## src/rtl/par2ser_arb_pkg.sv

```systemverilog
// Shared types and constants for the par2ser round-robin arbiter.
// Optional build macro: PAR2SER_ARB_CH0_PRIO_EN (channel 0 priority in the picker).
package par2ser_arb_pkg;

    typedef enum logic {
        IDLE = 1'b0,
        XFER = 1'b1
    } state_e;

    localparam int BURST_W = 16;

    // Width of a channel index; never narrower than one bit.
    function automatic int grant_w(input int n);
        return (n > 1) ? $clog2(n) : 1;
    endfunction

endpackage

```

## src/rtl/par2ser_rr_arb_rr_pick.sv

```systemverilog
// Combinational rotate-priority encoder: first request at or after ptr, with wrap.
// PRIO_EN (driven from PAR2SER_ARB_CH0_PRIO_EN by the top) lets channel 0 win outright.
module rr_pick
    import par2ser_arb_pkg::*;
#(
    parameter int NUM_CH  = 4,
    parameter bit PRIO_EN = 1'b0,
    parameter int GW      = grant_w(NUM_CH)
) (
    input  logic [NUM_CH-1:0] req_i,
    input  logic [GW-1:0]     ptr_i,
    output logic              hit_o,
    output logic [GW-1:0]     idx_o
);

    logic [GW:0] cand;

    // Walk offsets from farthest to nearest so the closest request to ptr wins.
    always_comb begin
        hit_o = 1'b0;
        idx_o = '0;
        cand  = '0;
        for (int k = NUM_CH - 1; k >= 0; k--) begin
            cand = {1'b0, ptr_i} + (GW+1)'(k);
            if (cand >= (GW+1)'(NUM_CH)) begin
                cand = cand - (GW+1)'(NUM_CH);
            end
            if (req_i[cand[GW-1:0]]) begin
                hit_o = 1'b1;
                idx_o = cand[GW-1:0];
            end
        end
        if (PRIO_EN && req_i[0]) begin
            hit_o = 1'b1;
            idx_o = '0;
        end
    end

endmodule

```

## src/rtl/par2ser_rr_arb.sv

```systemverilog
// Round-robin arbiter sharing one parallel-to-serial serializer among NUM_CH producers.
// Define PAR2SER_ARB_CH0_PRIO_EN to give channel 0 priority whenever a new grant is chosen.
module par2ser_rr_arb
    import par2ser_arb_pkg::*;
#(
    parameter int NUM_CH    = 4,
    parameter int PARWIDTH  = 32,
    parameter int BURST_MAX = 4
) (
    input  logic                         clk,
    input  logic                         rst,
    input  logic [NUM_CH-1:0]            ch_valid,
    input  logic [NUM_CH-1:0]            ch_last,
    input  logic [NUM_CH*PARWIDTH-1:0]   ch_data,
    output logic [NUM_CH-1:0]            ch_ready,
    output logic                         par_valid,
    input  logic                         par_ready,
    output logic [PARWIDTH-1:0]          par_din,
    output logic                         grant_valid,
    output logic [grant_w(NUM_CH)-1:0]   grant_id,
    output logic [BURST_W-1:0]           burst_cnt
);

    localparam int GW = grant_w(NUM_CH);
    localparam logic [BURST_W-1:0] BURST_LAST = BURST_W'(BURST_MAX - 1);

`ifdef PAR2SER_ARB_CH0_PRIO_EN
    localparam bit PRIO_EN = 1'b1;
`else
    localparam bit PRIO_EN = 1'b0;
`endif

    state_e             state_q, state_d;
    logic [GW-1:0]      ptr_q, ptr_d;
    logic [GW-1:0]      gid_q, gid_d;
    logic [BURST_W-1:0] burst_q, burst_d;

    logic               pick_hit;
    logic [GW-1:0]      pick_idx;
    logic               hs;
    logic               release_c;
    logic [PARWIDTH-1:0] ch_word [NUM_CH];

    for (genvar i = 0; i < NUM_CH; i++) begin : g_word
        assign ch_word[i] = ch_data[i*PARWIDTH +: PARWIDTH];
    end

    rr_pick #(
        .NUM_CH  (NUM_CH),
        .PRIO_EN (PRIO_EN),
        .GW      (GW)
    ) u_pick (
        .req_i (ch_valid),
        .ptr_i (ptr_q),
        .hit_o (pick_hit),
        .idx_o (pick_idx)
    );

    always_ff @(posedge clk or posedge rst) begin
        if (rst) begin
            state_q <= IDLE;
            ptr_q   <= '0;
            gid_q   <= '0;
            burst_q <= '0;
        end else begin
            state_q <= state_d;
            ptr_q   <= ptr_d;
            gid_q   <= gid_d;
            burst_q <= burst_d;
        end
    end

    assign hs        = par_valid && par_ready;
    assign release_c = hs && (ch_last[gid_q] || (burst_q == BURST_LAST));

    // Pointer only moves on release, so a grant held through a stalled owner keeps fairness intact.
    always_comb begin
        state_d = state_q;
        ptr_d   = ptr_q;
        gid_d   = gid_q;
        burst_d = burst_q;
        case (state_q)
            IDLE: begin
                if (pick_hit) begin
                    gid_d   = pick_idx;
                    burst_d = '0;
                    state_d = XFER;
                end
            end
            XFER: begin
                if (release_c) begin
                    state_d = IDLE;
                    burst_d = '0;
                    ptr_d   = (gid_q == GW'(NUM_CH - 1)) ? '0 : gid_q + GW'(1);
                end else if (hs) begin
                    burst_d = burst_q + BURST_W'(1);
                end
            end
            default: state_d = IDLE;
        endcase
    end

    always_comb begin
        par_valid = 1'b0;
        par_din   = '0;
        ch_ready  = '0;
        if (state_q == XFER) begin
            par_valid       = ch_valid[gid_q];
            par_din         = ch_word[gid_q];
            ch_ready[gid_q] = par_ready;
        end
    end

    assign grant_valid = (state_q == XFER);
    assign grant_id    = gid_q;
    assign burst_cnt   = burst_q;

endmodule

```

## config.mk

```make
export PLATFORM = sky130hd
export DESIGN_NAME = par2ser_rr_arb
export DESIGN_NICKNAME = d
export VERILOG_FILES = /design/src/rtl/par2ser_arb_pkg.sv /design/src/rtl/par2ser_rr_arb_rr_pick.sv /design/src/rtl/par2ser_rr_arb.sv
export SDC_FILE = /design/constraint.sdc
export NUM_CORES = 1
export LEC_CHECK = 0
export CORE_MARGIN = 10
export CORE_UTILIZATION = 34
export DETAILED_ROUTE_END_ITERATION = 8
export PLACE_DENSITY = 0.88
export SYNTH_ARGS = -nofsm -noshare
export SYNTH_HDL_FRONTEND = slang
export SYNTH_HIERARCHICAL = 1
export SYNTH_SLANG_ARGS = --single-unit
export TNS_END_PERCENT = 100
```

## constraint.sdc

```tcl
create_clock -name clk -period 2.8 [get_ports clk]
set_input_delay 0.84 -clock clk [delete_from_list [all_inputs] [get_ports clk]]
set_output_delay 0.84 -clock clk [all_outputs]
set_load 0.01 [all_outputs]
```

# Word level (Yosys, flattened, before mapping)
# Index checks and enable logic that the tools add are counted.
# op_classes
n_bitwise	3
order_cmp	11
n_mux	40
add_sub_neg	9
n_reduce_logical	7
eq_ne	4
# op_table
cell	n
two-way mux 32 bit	3
binary-select mux 32 bit (select 2 bit)	1
two-way mux 16 bit	3
one-hot mux 16 bit (2 select lines)	1
two-way mux 2 bit	9
adder 16 x 1 -> 16 bit, second input constant	1
equality test 16 x 2 -> 1 bit, second input constant	1
< comparator 2 x 3 -> 1 bit, second input constant	5
two-way mux 1 bit	14
binary-select mux 1 bit (select 2 bit)	6
>= comparator 3 bit, second input constant	4
subtractor 2 x 1 -> 2 bit, second input constant	4
adder 2 x 2 -> 3 bit, second input constant	2
AND reduction 2 bit	3
bitwise AND 4 bit	1
two-way mux 4 bit	1
adder 2 x 1 -> 3 bit, second input constant	1
>= comparator 2 x 3 -> 1 bit, second input constant	1
logical AND 1 bit	3
!= test 3 x 1 -> 1 bit, second input constant	1
NOT 2 -> 3 bit	1
adder 2 x 1 -> 2 bit, second input constant	1
demux 1 bit (select 2 bit)	1
equality test 2 bit, second input constant	1
other kinds (5)	5
# totals
reg_bits	21
out_inout_bits	56
wordCells	78

# Longest topological paths before layout
# depth
ltp_word	11
depth_mapped	7

# By module
# The synthesis kept the hierarchy.
# by_module_without_submodules
mod	area_each_um2	n_inst	cells_per_inst
par2ser_rr_arb	2352.3	1	219
rr_pick	77.6	1	13

# Least setup slack after synthesis
# Ideal clock, no wire load.
# synth_timing
path_type	in2out
start	in ch_valid[3]
end	out par_valid
path_buffers	0
arrival_time_ps	1611
setup_slack_ps	349
stages	2
cell_sequence	mux4_2 and2_1
# synth_via
elab_chain_len	3
# synth_lines
item	line_no	text
from (decl)	par2ser_rr_arb.sv:12	input logic [NUM_CH-1:0] ch_valid,
binary-select mux 1 bit (select 2 bit)	par2ser_rr_arb.sv:108	par_valid = ch_valid[gid_q];
two-way mux 1 bit (implied by the code)	par2ser_rr_arb.sv:108	
two-way mux 1 bit	par2ser_rr_arb.sv:107	if (state_q == XFER) begin
to (decl)	par2ser_rr_arb.sv:16	output logic par_valid,
# Every way passes these cells. The select of a mux whose other input is x is not followed.

# Final worst setup path
# layout_timing
start	in ch_data[28]
end	out par_din[28]
# layout_via
elab_chain_len	4
# layout_lines
item	line_no	text
from (decl)	par2ser_rr_arb.sv:14	input logic [NUM_CH*PARWIDTH-1:0] ch_data,
binary-select mux 32 bit (select 2 bit)	par2ser_rr_arb.sv:109	par_din = ch_word[gid_q];
two-way mux 32 bit (implied by the code) (2 in series)	par2ser_rr_arb.sv:109	
two-way mux 32 bit	par2ser_rr_arb.sv:107	
to (decl)	par2ser_rr_arb.sv:18	output logic [PARWIDTH-1:0] par_din,
# Every way passes these cells. The select of a mux whose other input is x is not followed.

==> run summary <==
Synth top cells by count - sky130_fd_sc_hd__and2_1 (35), sky130_fd_sc_hd__mux4_2 (33), sky130_fd_sc_hd__dfrtp_1 (21)
largest fanout on the critical path - 1
first-iteration detailed-routing DRC count - 128
average wire per standard cell - 23.58 um
transition at the pin with the smallest max-transition slack - 0.4356 ns
Lkg Pwr - 2.047 nW
Storage cell area - 526.8 um^2
Worst setup SP type - primary input
share of the clock period used by the worst path after layout - 0.9670
area taken by multi-input logic gates - 1826 um^2
post-CTS setup buffers - 0
Required @ worst endpoint - 1.96 ns
peak supply drop - 381.7 uV
root buffer cell - sky130_fd_sc_hd__clkbuf_8
arrival time reported for the critical path endpoint - 1.87 ns
max cap viols - 0
count of cell types in the netlist - 39
deepest level of the CTS H-tree - 1
most frequently used cell type in the post-synthesis netlist - sky130_fd_sc_hd__and2_1
clock latency reported for the late side of the worst-skew pair - 0.27 ns
maximum number of pins on one net before global-route repair - 42
Detail Placement HPWL - 10.63 mm
count of nets after finishing - 576
list of cells traversed by the critical path - dlygate4sd2_1 > mux4_2 > and2_1 > buf_2
final weighted congestion of routability-driven global placement - 0.9325
antenna viol nets, final - 0
status - finished, final reports clean
Crit Path Category - in -> out
grt ovf - 0
Max Root-Sink Buffers - 2
Initial Utilization - 0.3537
asr flop ratio synth - 1.000
number of filler cells placed in the layout - 585
leading cell types by total area after synthesis - sky130_fd_sc_hd__mux4_2 (31%), sky130_fd_sc_hd__dfrtp_1 (22%), sky130_fd_sc_hd__and2_1 (9.0%), sky130_fd_sc_hd__and3_1 (3.1%), sky130_fd_sc_hd__nand4_1 (3.1%)
Synth Warn # - 6
final wirelength - 12.61 mm
area of the die - 10,930 um^2
max-slew violation count - 0
global-route wire length before repair - 19.24 mm
I/O pin count - 195
net count after synthesis - 376
setup-violating endpoint count in the final report - 0
count of flip-flops with a built-in enable after synthesis - 0
Pre-Repair DR Iteration Count - 4
number of I/O port buffers - 194
growth of design area from synthesis to finish - 84.76%
detailed-route vias per instance - 5.521
Post-Route Setup TNS - 0 ns
CTS buffer count - 3
Mean Syn Cell Area - 10.47 um^2
netlist area before placement - 2430 um^2
post-layout minimum cycle time - 2.708 ns
critical path capture point type - primary output
clock slew at the register clock pins of the worst setup and hold paths - 0.08 ns
crit-path max cell delay - 0.48 ns
total global routing track utilization - 0.2220
sequential-to-total area share from yosys stat - 0.2163
share of final-layout standard cells stronger than drive strength 1 - 0.2761
setup repair after global routing missed its margin - false
CTS tree - done
post-synth top area share - 0.3059
achievable clock frequency - 0.3693 GHz
classification of the worst-slack hold path - reg -> reg
number of hold-slack violations in the final timing report - 0
Sinks on Clock Net - 21
routed via count - 2,954
core region area - 6869 um^2
tightest slew margin relative to the limit - 0.7069
DR DRC count - 0
number of instances in the synthesized netlist - 232
post-synthesis register bit count - 21
die boundary height - 104.5 um
post-route clock skew - 0.003820 ns
leading register cell type out of synthesis - sky130_fd_sc_hd__dfrtp_1
worst-path cell with the longest stage delay - sky130_fd_sc_hd__mux4_2
number of cell rows - 30
number of global-route vias before repair - 3,017
Hold Worst Slack - 0.5815 ns
cell type with the largest total area after synthesis - sky130_fd_sc_hd__mux4_2
die width - 104.5 um
antenna violations before repair - 4
total power per unit cell area - 671.3 nW/um^2
-- per-stage QoR --
step / util / setup WS (ns) / total power, mW / instances / instance area (um^2)
global placement: 0.6672 / -0.4565 / 2.780 / 523 / 4583
global route: 0.6521 / 0.04698 / 3.168 / 531 / 4479
detailed placement: 0.6672 / -0.4533 / 2.829 / 523 / 4583
CTS: 0.6479 / -0.08343 / 3.012 / 527 / 4451
finish: 0.6536 / 0.09246 / 3.013 / 535 / 4489
floorplan: - / 0.3485 / 1.644 / 232 / 2430
-- sequential cells by signal (all words and copies together) (netlist names) --
signal / flops
burst_cnt: 16
grant_id: 2
ptr_q: 2
grant_valid: 1
-- layout make-up --
type / instances / area share
Antenna cell: 8 / 0.004459
Clock buffer: 3 / 0.009197
Clock inverter: 1 / 0.001672
Inverter: 7 / 0.005853
Multi-Input combinational cell: 185 / 0.4066
Sequential cell: 21 / 0.1173
Tap cell: 96 / 0.02676
Timing Repair Buffer: 214 / 0.4281
-- report_power, final --
| part | leakage [nW] | switching (mW) | total (mW) | internal, mW |
|---|---|---|---|---|
| Sequential | 0.281 | 0.0540 | 0.400 | 0.346 |
| Combinational | 1.74 | 1.06 | 2.41 | 1.34 |
| Clock | 0.0218 | 0.106 | 0.207 | 0.101 |
-- cell families after synthesis --
logic type / synth area share
AOI/OAI and AO/OA: 0.06951
buffers and inverters: 0.05097
adders and majority gates: 0.02575
DFF: 0.2163
xor gates and xnor gates: 0.01802
and+or+nand+nor: 0.2832
muxes: 0.3362
-- layout by cell type (no fill, tap or decap), drive strengths merged, types with 6 or more instances in the layout --
cell	synthesis	routed
nand2	10	10
dfrtp	21	21
clkdlybuf4s50	0	25
mux4	33	33
and3	12	12
buf	7	53
nand3	6	6
and2	36	36
nor4	12	12
diode	0	8
nor2	7	7
a21oi	8	8
nor3	7	7
dlygate4sd2	0	132
inv	7	7
nand4	13	13
-- critical path, delay by kind of cell --
family                 cells  cell delay, ns
buffers and inverters      2            0.38
multiplexers               1            0.48
AND/OR/NAND/NOR            1            0.17
-- routing by layer --
metal | routed length [um] | up-vias | part of all wire | global-route usage
li1 | - | 1319 | - | -
met1 | 4613 | 1457 | 0.37 | 0.2556
met2 | 6672 | 159 | 0.53 | 0.4002
met3 | 1101 | 19 | 0.087 | 0.05651
met4 | 227 | 0 | 0.018 | 0.05268
met5 | 0 | - | 0 | 0
-- repair_timing --
item,in CTS,in global routing
setup endpoints to repair,37,1
pin swaps,0,0
gates cloned,0,0
gates resized for setup,309,7
hold buffers,0,0
-- path summary, 6_finish.rpt --
check                           endpoint  cells past startpoint    startpoint  slack [ns]
min in group asynchronous       ptr_q[0]                      2           rst        0.83
max in group asynchronous  burst_cnt[12]                      3           rst        1.46
setup / recovery             par_din[28]                      4   ch_data[28]        0.09
setup reg to reg                ptr_q[1]                      5  burst_cnt[0]        0.68
hold / removal                  ptr_q[0]                      1      ptr_q[0]        0.58
hold reg to reg                 ptr_q[0]                      1      ptr_q[0]        0.58
No activity file was read; power rests on OpenSTA's default activity.
